## config.mk

```make
export PLATFORM = sky130hd
export DESIGN_NAME = pu_issue
export DESIGN_NICKNAME = d
export VERILOG_FILES = /design/src/rtl/pu_issue.sv
export SDC_FILE = /design/constraint.sdc
export NUM_CORES = 1
export LEC_CHECK = 0
export ABC_CLOCK_PERIOD_IN_PS = 4000
export CORE_AREA = 2 2 262 213
export DETAILED_ROUTE_END_ITERATION = 6
export DIE_AREA = 0 0 264 215
export GPL_TIMING_DRIVEN = 0
export MAX_ROUTING_LAYER = met4
export PLACE_DENSITY = 0.69
export SETUP_SLACK_MARGIN = 0.3
export SKIP_CTS_REPAIR_TIMING = 1
export SYNTH_ARGS = -nofsm -noshare
export SYNTH_HDL_FRONTEND = slang
export SYNTH_SLANG_ARGS = --single-unit
```

## constraint.sdc

```tcl
create_clock -name clk -period 4 [get_ports clk]
set_clock_uncertainty 0.2 [all_clocks]
set_input_delay 0.4 -clock clk [delete_from_list [all_inputs] [get_ports clk]]
set_output_delay 0.4 -clock clk [all_outputs]
set_load 0.1 [all_outputs]
```

## src/rtl/pu_issue.sv

```systemverilog
// -----------------------------------------------------------------------------
// pu_issue
//
// Command issuer and result collector for the processing unit (pu).
// Operand-pair commands are buffered in a DEPTH-entry FIFO. A two-state issue
// FSM then drives them onto the pu entry interface: lane data, per-lane valid
// and row-0 op select. Each command stays on the interface until pu accepts it
// with pu_rdy. Buffered pu results are caught in a 2-entry skid buffer and
// returned downstream in order, with a 4-bit sequence tag.
//
// Ports
//   clk, rst         clock (rising edge), synchronous active-high reset
//   cmd_*            command stream in: valid/ready, pair, op, operands a/b
//   pu_data/pu_dv    pu lane data (8x32) and per-lane valid (8)
//   pu_op_r0         pu row-0 op select, one 4-bit op per lane pair
//   pu_rdy           pu entry ready
//   pu_res_*         pu buffered result: data, valid, and our ready back
//   res_*            result stream out: data, tag, valid/ready
//   outstanding      commands issued but not yet returned downstream
// -----------------------------------------------------------------------------
module pu_issue #(
    parameter int DEPTH   = 4,   // command FIFO depth, power of 2, >= 2
    parameter int MAX_OUT = 8    // in-flight command limit, 1..15
) (
    input  logic             clk,
    input  logic             rst,
    input  logic             cmd_valid,
    output logic             cmd_ready,
    input  logic [1:0]       cmd_pair,
    input  logic [3:0]       cmd_op,
    input  logic [31:0]      cmd_a,
    input  logic [31:0]      cmd_b,
    output logic [7:0][31:0] pu_data,
    output logic [7:0]       pu_dv,
    output logic [3:0][3:0]  pu_op_r0,
    input  logic             pu_rdy,
    input  logic [31:0]      pu_res_data,
    input  logic             pu_res_dv,
    output logic             pu_res_rdy,
    output logic [31:0]      res_data,
    output logic [3:0]       res_tag,
    output logic             res_valid,
    input  logic             res_ready,
    output logic [3:0]       outstanding
);

    localparam int AW = $clog2(DEPTH);

    typedef struct packed {
        logic [1:0]  pair;
        logic [3:0]  op;
        logic [31:0] a;
        logic [31:0] b;
    } cmd_t;

    typedef enum logic {
        IDLE,
        DRIVE
    } state_t;

    // -------------------------------------------------------------------------
    // Command FIFO
    // -------------------------------------------------------------------------
    cmd_t          cmd_mem [DEPTH];
    logic [AW-1:0] cmd_wr_ptr;
    logic [AW-1:0] cmd_rd_ptr;
    logic [AW:0]   cmd_count;
    logic          cmd_full;
    logic          cmd_empty;
    logic          cmd_push;
    logic          cmd_pop;
    cmd_t          cmd_head;

    assign cmd_full  = (cmd_count == (AW+1)'(DEPTH));
    assign cmd_empty = (cmd_count == '0);
    assign cmd_ready = !cmd_full;
    assign cmd_push  = cmd_valid && cmd_ready;
    assign cmd_head  = cmd_mem[cmd_rd_ptr];

    // NOTE: the storage array has no reset. Its contents are ignored until the
    // pointers and count (which are reset) mark an entry valid, so a reset here
    // would only add fan-out on rst.
    always_ff @(posedge clk) begin
        if (cmd_push) begin
            cmd_mem[cmd_wr_ptr] <= '{pair: cmd_pair, op: cmd_op, a: cmd_a, b: cmd_b};
        end
    end

    // NOTE: every clocked block uses non-blocking assignments. All registers
    // then sample their inputs from the same pre-edge values, whatever order
    // the blocks are evaluated in.
    always_ff @(posedge clk) begin
        if (rst) begin
            cmd_wr_ptr <= '0;
            cmd_rd_ptr <= '0;
            cmd_count  <= '0;
        end else begin
            if (cmd_push) cmd_wr_ptr <= cmd_wr_ptr + AW'(1);
            if (cmd_pop)  cmd_rd_ptr <= cmd_rd_ptr + AW'(1);
            case ({cmd_push, cmd_pop})
                2'b10:   cmd_count <= cmd_count + (AW+1)'(1);
                2'b01:   cmd_count <= cmd_count - (AW+1)'(1);
                default: cmd_count <= cmd_count;
            endcase
        end
    end

    // -------------------------------------------------------------------------
    // Issue FSM
    // -------------------------------------------------------------------------
    state_t state;
    state_t state_nxt;
    logic   credit_ok;
    logic   issue;
    logic   drop_dv;
    logic   res_pop;

    // Credit is judged on the registered count only. A result pop therefore
    // frees a slot for the following edge, not the same one.
    assign credit_ok = (outstanding < 4'(MAX_OUT));
    assign cmd_pop   = issue;

    always_ff @(posedge clk) begin
        if (rst) state <= IDLE;
        else     state <= state_nxt;
    end

    // NOTE: each output of this block gets a default before the case, so every
    // path assigns every signal and no latch is inferred.
    always_comb begin
        state_nxt = state;
        issue     = 1'b0;
        drop_dv   = 1'b0;
        case (state)
            IDLE: begin
                if (!cmd_empty && credit_ok) begin
                    issue     = 1'b1;
                    state_nxt = DRIVE;
                end
            end
            DRIVE: begin
                // Hold the entry interface until pu takes it. Then either
                // chain the next command or drop valid.
                if (pu_rdy) begin
                    if (!cmd_empty && credit_ok) begin
                        issue = 1'b1;
                    end else begin
                        drop_dv   = 1'b1;
                        state_nxt = IDLE;
                    end
                end
            end
            default: state_nxt = IDLE;
        endcase
    end

    // Entry interface: only the loaded pair changes. Other lanes and ops keep
    // their previous values.
    always_ff @(posedge clk) begin
        if (rst) begin
            pu_data  <= '0;
            pu_dv    <= '0;
            pu_op_r0 <= '0;
        end else if (issue) begin
            pu_data[{cmd_head.pair, 1'b0}] <= cmd_head.a;
            pu_data[{cmd_head.pair, 1'b1}] <= cmd_head.b;
            pu_op_r0[cmd_head.pair]        <= cmd_head.op;
            pu_dv                          <= 8'b0000_0011 << {cmd_head.pair, 1'b0};
        end else if (drop_dv) begin
            pu_dv <= '0;
        end
    end

    // -------------------------------------------------------------------------
    // Result skid buffer (2 entries)
    // -------------------------------------------------------------------------
    logic [31:0] skid_mem [2];
    logic        skid_wr_ptr;
    logic        skid_rd_ptr;
    logic [1:0]  skid_count;
    logic        skid_push;

    assign pu_res_rdy = (skid_count != 2'd2);
    assign res_valid  = (skid_count != 2'd0);
    assign res_data   = skid_mem[skid_rd_ptr];
    assign skid_push  = pu_res_dv && pu_res_rdy;
    assign res_pop    = res_valid && res_ready;

    // Unlike the command FIFO, these two words are cleared on reset. res_data
    // reads the head entry directly and must be zero out of reset.
    always_ff @(posedge clk) begin
        if (rst) begin
            skid_mem[0] <= '0;
            skid_mem[1] <= '0;
            skid_wr_ptr <= 1'b0;
            skid_rd_ptr <= 1'b0;
            skid_count  <= '0;
        end else begin
            if (skid_push) begin
                skid_mem[skid_wr_ptr] <= pu_res_data;
                skid_wr_ptr           <= ~skid_wr_ptr;
            end
            if (res_pop) skid_rd_ptr <= ~skid_rd_ptr;
            case ({skid_push, res_pop})
                2'b10:   skid_count <= skid_count + 2'd1;
                2'b01:   skid_count <= skid_count - 2'd1;
                default: skid_count <= skid_count;
            endcase
        end
    end

    // -------------------------------------------------------------------------
    // Sequence tag and in-flight count
    // -------------------------------------------------------------------------
    // pu preserves order, so counting downstream pops reproduces the issue
    // index mod 16.
    always_ff @(posedge clk) begin
        if (rst) begin
            res_tag     <= '0;
            outstanding <= '0;
        end else begin
            if (res_pop) res_tag <= res_tag + 4'd1;
            case ({issue, res_pop})
                2'b10:   outstanding <= outstanding + 4'd1;
                2'b01:   outstanding <= outstanding - 4'd1;
                default: outstanding <= outstanding;
            endcase
        end
    end

endmodule

```

Word-level counts from Yosys, hierarchy flattened
Memory sizes are Yosys's and may differ from the RTL's. A register that Yosys moved wholly into a read port is not among the register bits.
Cells that the tools add are included.
{ "totals": {"ff_bits": 300, "ram_bits": 344, "in_bits": 108, "out_inout_bits": 323, "memories": 2} }
{ "mem_list": {"columns": ["memory", "depth", "word_bits", "read_ports", "rd_ports_with_merged_regs", "wr", "line_no", "source"], "rows": [
  ["cmd_mem", 4, 70, 1, 1, 1, "64", "cmd_t cmd_mem [DEPTH];"],
  ["skid_mem", 2, 32, 1, 1, 2, "177", "logic [31:0] skid_mem [2];"]
]} }
{ "op_classes": {"n_addsub": 9, "n_lt_le_gt_ge": 7, "n_eq_ne": 8, "shifts": 1, "n_mux": 36, "bitwise": 3, "reduce_logical": 16} }
{ "ops": {"columns": ["operator", "count"], "rows": [
  ["256-bit bitwise mux", 2],
  ["32-bit demux with 2-bit select", 2],
  ["32-bit 2-to-1 mux", 3],
  ["32-bit OR reduction", 1],
  ["1-bit 2-to-1 mux", 17],
  ["16-bit bitwise mux", 1],
  ["8-bit 2-to-1 mux", 2],
  ["2-bit nonzero test", 5],
  ["4-bit by 1-bit adder with 4-bit output (second input constant)", 2],
  ["4-bit demux with 2-bit select", 1],
  ["3-bit by 4-bit less-than comparator with 1-bit output (second input constant)", 2],
  ["4-bit one-hot mux with 2 select lines", 1],
  ["2-bit by 3-bit left shift with 8-bit output (first input constant)", 1],
  ["1-bit logical AND", 7],
  ["2-bit by 1-bit adder with 2-bit output (second input constant)", 3],
  ["2-bit by 1-bit == test with 1-bit output (second input constant)", 3],
  ["2-bit == test (second input constant)", 3],
  ["3-bit by 1-bit >= comparator with 1-bit output (second input constant)", 2],
  ["3-bit one-hot mux with 2 select lines", 1],
  ["4-bit less-than comparator (second input constant)", 1],
  ["2-bit 2-to-1 mux", 2],
  ["4-bit 2-to-1 mux", 1],
  ["1-bit one-hot mux with 2 select lines", 2],
  ["2-bit one-hot mux with 2 select lines", 1],
  ["other kinds (11)", 14]
]} }

Logic depth before layout (Yosys ltp)
{ "depth": {"ltp_word": 8, "depth_mapped": 10} }

Least setup slack after synthesis
No wires, ideal clock.
{ "synth_path": {"path_kind": "register to register", "from": "reg skid_count[0]", "to": "mem skid_mem[0][0], enable pin", "setup_time_ns": 0.466, "arrival_time_ns": 3.828, "required_ns": 3.334, "setup_slack_ns": -0.494, "stages_incl_launch_ff": 4, "path_buffers": 0, "cell_sequence": "dfxtp_1 -> nand2b_1 -> nand2_1 -> o21ai_0"} }
{ "synth_lines": {"columns": ["element", "line_no", "source"], "rows": [
  ["start, declared", "180", "logic [1:0] skid_count;"],
  ["start signal, assigned", "205", "2'b10: skid_count <= skid_count + 2'd1;"],
  ["start signal, assigned", "206", "2'b01: skid_count <= skid_count - 2'd1;"],
  ["start signal, assigned", "207", "default: skid_count <= skid_count;"],
  ["end, declared", "177", null]
]} }

==> flow_summary.rst <==
.. list-table::
   :header-rows: 1

   * - Metric
     - Value
   * - Number of antenna violations at the first check in global routing
     - 4
   * - Leakage power
     - 12.4 nW
   * - Crit Reg-Reg Startpoint
     - cmd_count[0]
   * - Area fraction in compound gates after synthesis
     - 0.0306
   * - Initial standard-cell utilization of the core
     - 0.444
   * - Number of stages on the worst hold path
     - 1
   * - Routed WL
     - 68000 µm
   * - Run status
     - finished clean
   * - Vert. Die Dim
     - 215 µm
   * - IO buf count
     - 430
   * - Root buf cell
     - clkbuf_16
   * - Count of flip-flops with a built-in enable after synthesis
     - 344
   * - Final weighted congestion of routability-driven global placement
     - 0.855
   * - Clock Sink Count
     - 643
   * - Fin area
     - 31600 µm²
   * - Detailed-route vias per instance
     - ~5.4
   * - Hold/Removal Path Class
     - input pin to register
   * - CTS tree
     - built
   * - Number of flip-flops and latches in the synthesized netlist
     - 643
   * - Distinct cell type count of the synthesized netlist
     - 45
   * - Worst Setup Start Kind
     - register
   * - # setup viols final
     - 0
   * - Worst Setup End Kind
     - output pin
   * - Area Overhead vs Synth
     - 31.0%
   * - Row count
     - 77
   * - Gr ovfl total
     - 0
   * - Number of buffers added by the clock tree synthesis step
     - slightly above 60
   * - Register area share after synthesis
     - 0.677
   * - Fraction of layout cells with a size suffix above 1
     - 0.142
   * - Period minus WS final
     - 3.35 ns
   * - Number of synthesis warnings
     - 0
   * - Fraction of post-synthesis cell area in the top cell type by area
     - 0.429
   * - Smallest setup slack after layout
     - 0.650 ns
   * - Share of the clock period used by the worst path
     - 0.837
   * - Mean post-synth cell area
     - 14.4 µm²
   * - Fraction of registers with async set or reset after synthesis
     - 0
   * - Register-to-register setup slack
     - approximately 0.7 ns
   * - Buffer depth of the longest clock path
     - 3
   * - Number of nets produced by synthesis
     - around 1800
   * - Hold_sp
     - cmd_b[21]
   * - Endpoint of the most critical register-to-register path
     - pu_data[24]
   * - Boundary Pins
     - 431
   * - CTS H-tree depth
     - 2
   * - GRT Util Overall
     - 0.244
   * - Pre-antenna DRT Iters
     - 5
   * - Fin cells
     - 2937
   * - Arrival time of data at the critical path endpoint
     - 2.75 ns
   * - Required time of the critical path
     - 3.40 ns
   * - R2R cell count
     - 7
   * - Core outline area
     - 54300 µm²
   * - Max capacitance violation total
     - 0
   * - Clock latency reported for the late side of the worst-skew pair
     - 0.63 ns
   * - Setup WS pre-CTS
     - 0.226 ns
   * - Largest area contributor in the netlist
     - edfxtp_1
   * - Multiplexer area fraction after synthesis
     - 0.166
   * - Vias in the first global route
     - 16100
   * - Final routed wire length divided by cell count
     - 23.2 µm
   * - Die Area
     - 56800 µm²
   * - Top cells by area, synth
     - edfxtp_1 43%, dfxtp_1 25%, mux2i_1 8.6%, mux4_2 6.5%, nand2_1 4.4%
   * - Unrepaired setup endpoints after global routing
     - no
   * - Pin slew with the least headroom to its limit
     - around 1.3 ns
   * - Final HPWL DP
     - roughly 47000 µm
   * - Area share of xor/xnor cells in the synthesized design
     - 0.00509
   * - Number of nets in the finished design
     - between 2000 and 2500
   * - Final count of hold timing violations
     - 0
   * - Synth Flop Type
     - edfxtp_1
   * - Post-synthesis share of cell area spent on and, or, nand and nor gates
     - 0.0905
   * - Cell Area, Placed
     - 29500 µm²
   * - Die Wd
     - 264 µm
   * - Sum Neg Setup Slack
     - 0 ns
   * - DRC violations left
     - 0
   * - Kind of critical path
     - register to output pin
   * - Fraction of the mapped netlist area in adder cells
     - 0.00550
   * - DRT iter0 DRCs
     - 1097
   * - Maximum number of pins on one net before global-route repair
     - 40
   * - Max-slew violations
     - 0
   * - Summed instance area of the synthesized netlist
     - 24100 µm²
   * - Wire length of the first global-routing pass
     - 101000 µm
   * - Largest family of logic cells by synthesized area
     - multiplexers
   * - Maximum achievable frequency
     - ~300 MHz
   * - PD cells
     - 828 nW/µm²
   * - Number of antenna-violating nets in the routed design
     - 0
   * - Synthesized instance count
     - 1673
   * - Cell count after placement
     - approximately 2800
   * - Via Count
     - 15700
   * - Worst relative slew slack
     - 0.124
   * - Min-Delay Endpoint
     - cmd_mem[0][21]
   * - Critical path peak fanout
     - 10
   * - Core Util, Final
     - 0.581
   * - Worst IR Drop VDD
     - 571 µV
   * - Clock transition at the registers of the reported paths
     - 0.06 ns
-- how the worst max path moves through the flow --
| stage | end | depth (start not counted) |
|---|---|---|
| floorplan | skid_mem[0][0] | 3 |
| global placement | skid_mem[0][9] | 5 |
| detailed placement | skid_mem[0][9] | 6 |
| CTS | res_data[24] | 4 |
| global route | pu_data[157] | 9 |
| finish | res_data[24] | 4 |
-- metal layers --
metal / vias up / track usage / routed length [µm]
li1: 7166 / - / -
met1: 7940 / 0.313 / 29100
met2: 509 / 0.384 / 32200
met3: 110 / 0.0637 / 5090
met4: 0 / 0.0644 / 1620
met5: - / - / 0
-- area by class of cell --
type	instances	area, µm²
fillers	4258	22800
multi-input cells	894	7220
diodes	4	10.0
inverters	10	37.5
repair buffers	435	4510
clock inverters	15	165
clock buffers	99	1860
well taps	711	890
plain buffers	126	568
flip-flops and latches	643	16300
-- sequential cells by signal, summed over array words and instances, names as in the netlist, named ones only --
| signal | count |
|---|---|
| cmd_mem | 280 |
| pu_data | 256 |
| skid_mem | 64 |
| pu_op_r0 | 16 |
| outstanding | 4 |
| pu_dv | 4 |
| res_tag | 4 |
| cmd_count | 3 |
| cmd_rd_ptr | 2 |
| cmd_wr_ptr | 2 |
| skid_count | 2 |
| skid_rd_ptr | 1 |
| skid_wr_ptr | 1 |
| state | 1 |
-- metrics by stage --
stage / power [mW] / hold WS, ns
5_1_grt: 27.0 / 0.201
2_1_floorplan: 17.4 / 0.269
6_report: 26.1 / 0.208
3_5_place_dp: 20.5 / 0.251
4_1_cts: 26.3 / 0.170
3_3_place_gp: 20.3 / 0.246
-- critical path, cell delays in order (launching register included) --
cell and delay (ns):
dfxtp_1 0.32, clkbuf_1 0.25, buf_1 0.52, mux2_2 0.27, dlymetal6s2s_1 0.77
-- synthesized netlist by cell type (2+ instances only) --
master,n
a31o_1,9
edfxtp_1,344
o21ai_0,3
and2_1,65
mux2_2,33
buf_4,10
xnor2_1,5
nand3b_1,3
mux2i_1,206
nand2b_1,2
buf_6,2
or3_1,4
o211ai_1,2
and3_1,4
nor2_1,21
nand2_1,283
inv_1,8
or2_2,2
nand3_1,2
nor2b_1,4
clkbuf_1,74
ha_1,9
buf_1,6
mux4_2,70
buf_2,34
dfxtp_1,299
nand4b_1,2
a21oi_1,13
a31o_2,59
nor3_1,3
xor2_1,9
nor4_1,68
nand4_1,3
-- power breakdown --
part	leakage, nW	switching (mW)	internal [mW]
logic	5.74	8.71	2.97
clock network	1.00	2.45	3.36
registers	5.67	0.543	8.09
-- cell families (layout without fill, tap and decap cells) --
family | count (synthesis) | after routing
AOI/OAI and AO/OA | 92 | 92
xor gates and xnor gates | 14 | 14
adders and majority gates | 10 | 10
buffers and inverters | 136 | 685
DFF | 643 | 643
muxes | 309 | 309
other | 0 | 4
and+or+nand+nor | 469 | 469
-- cells in the final DEF, fill, tap and decap left out, types with 5 or more instances in the layout --
master / Yosys / layout
a21oi_1: 13 / 13
xnor2_1: 5 / 5
a31o_2: 59 / 59
nor2_1: 21 / 21
dfxtp_1: 299 / 299
clkbuf_1: 74 / 94
clkbuf_16: 0 / 64
nand2_1: 283 / 283
dlymetal6s2s_1: 0 / 30
mux2i_1: 206 / 206
mux2_2: 33 / 33
a31o_1: 9 / 9
mux4_2: 70 / 70
clkbuf_8: 0 / 12
edfxtp_1: 344 / 344
and2_1: 65 / 65
clkinv_2: 0 / 6
nor4_1: 68 / 68
xor2_1: 9 / 9
ha_1: 9 / 9
buf_1: 6 / 6
inv_1: 8 / 8
clkdlybuf4s50_1: 0 / 400
buf_2: 34 / 34
buf_4: 10 / 10
Power figures use the tool's default switching activity.
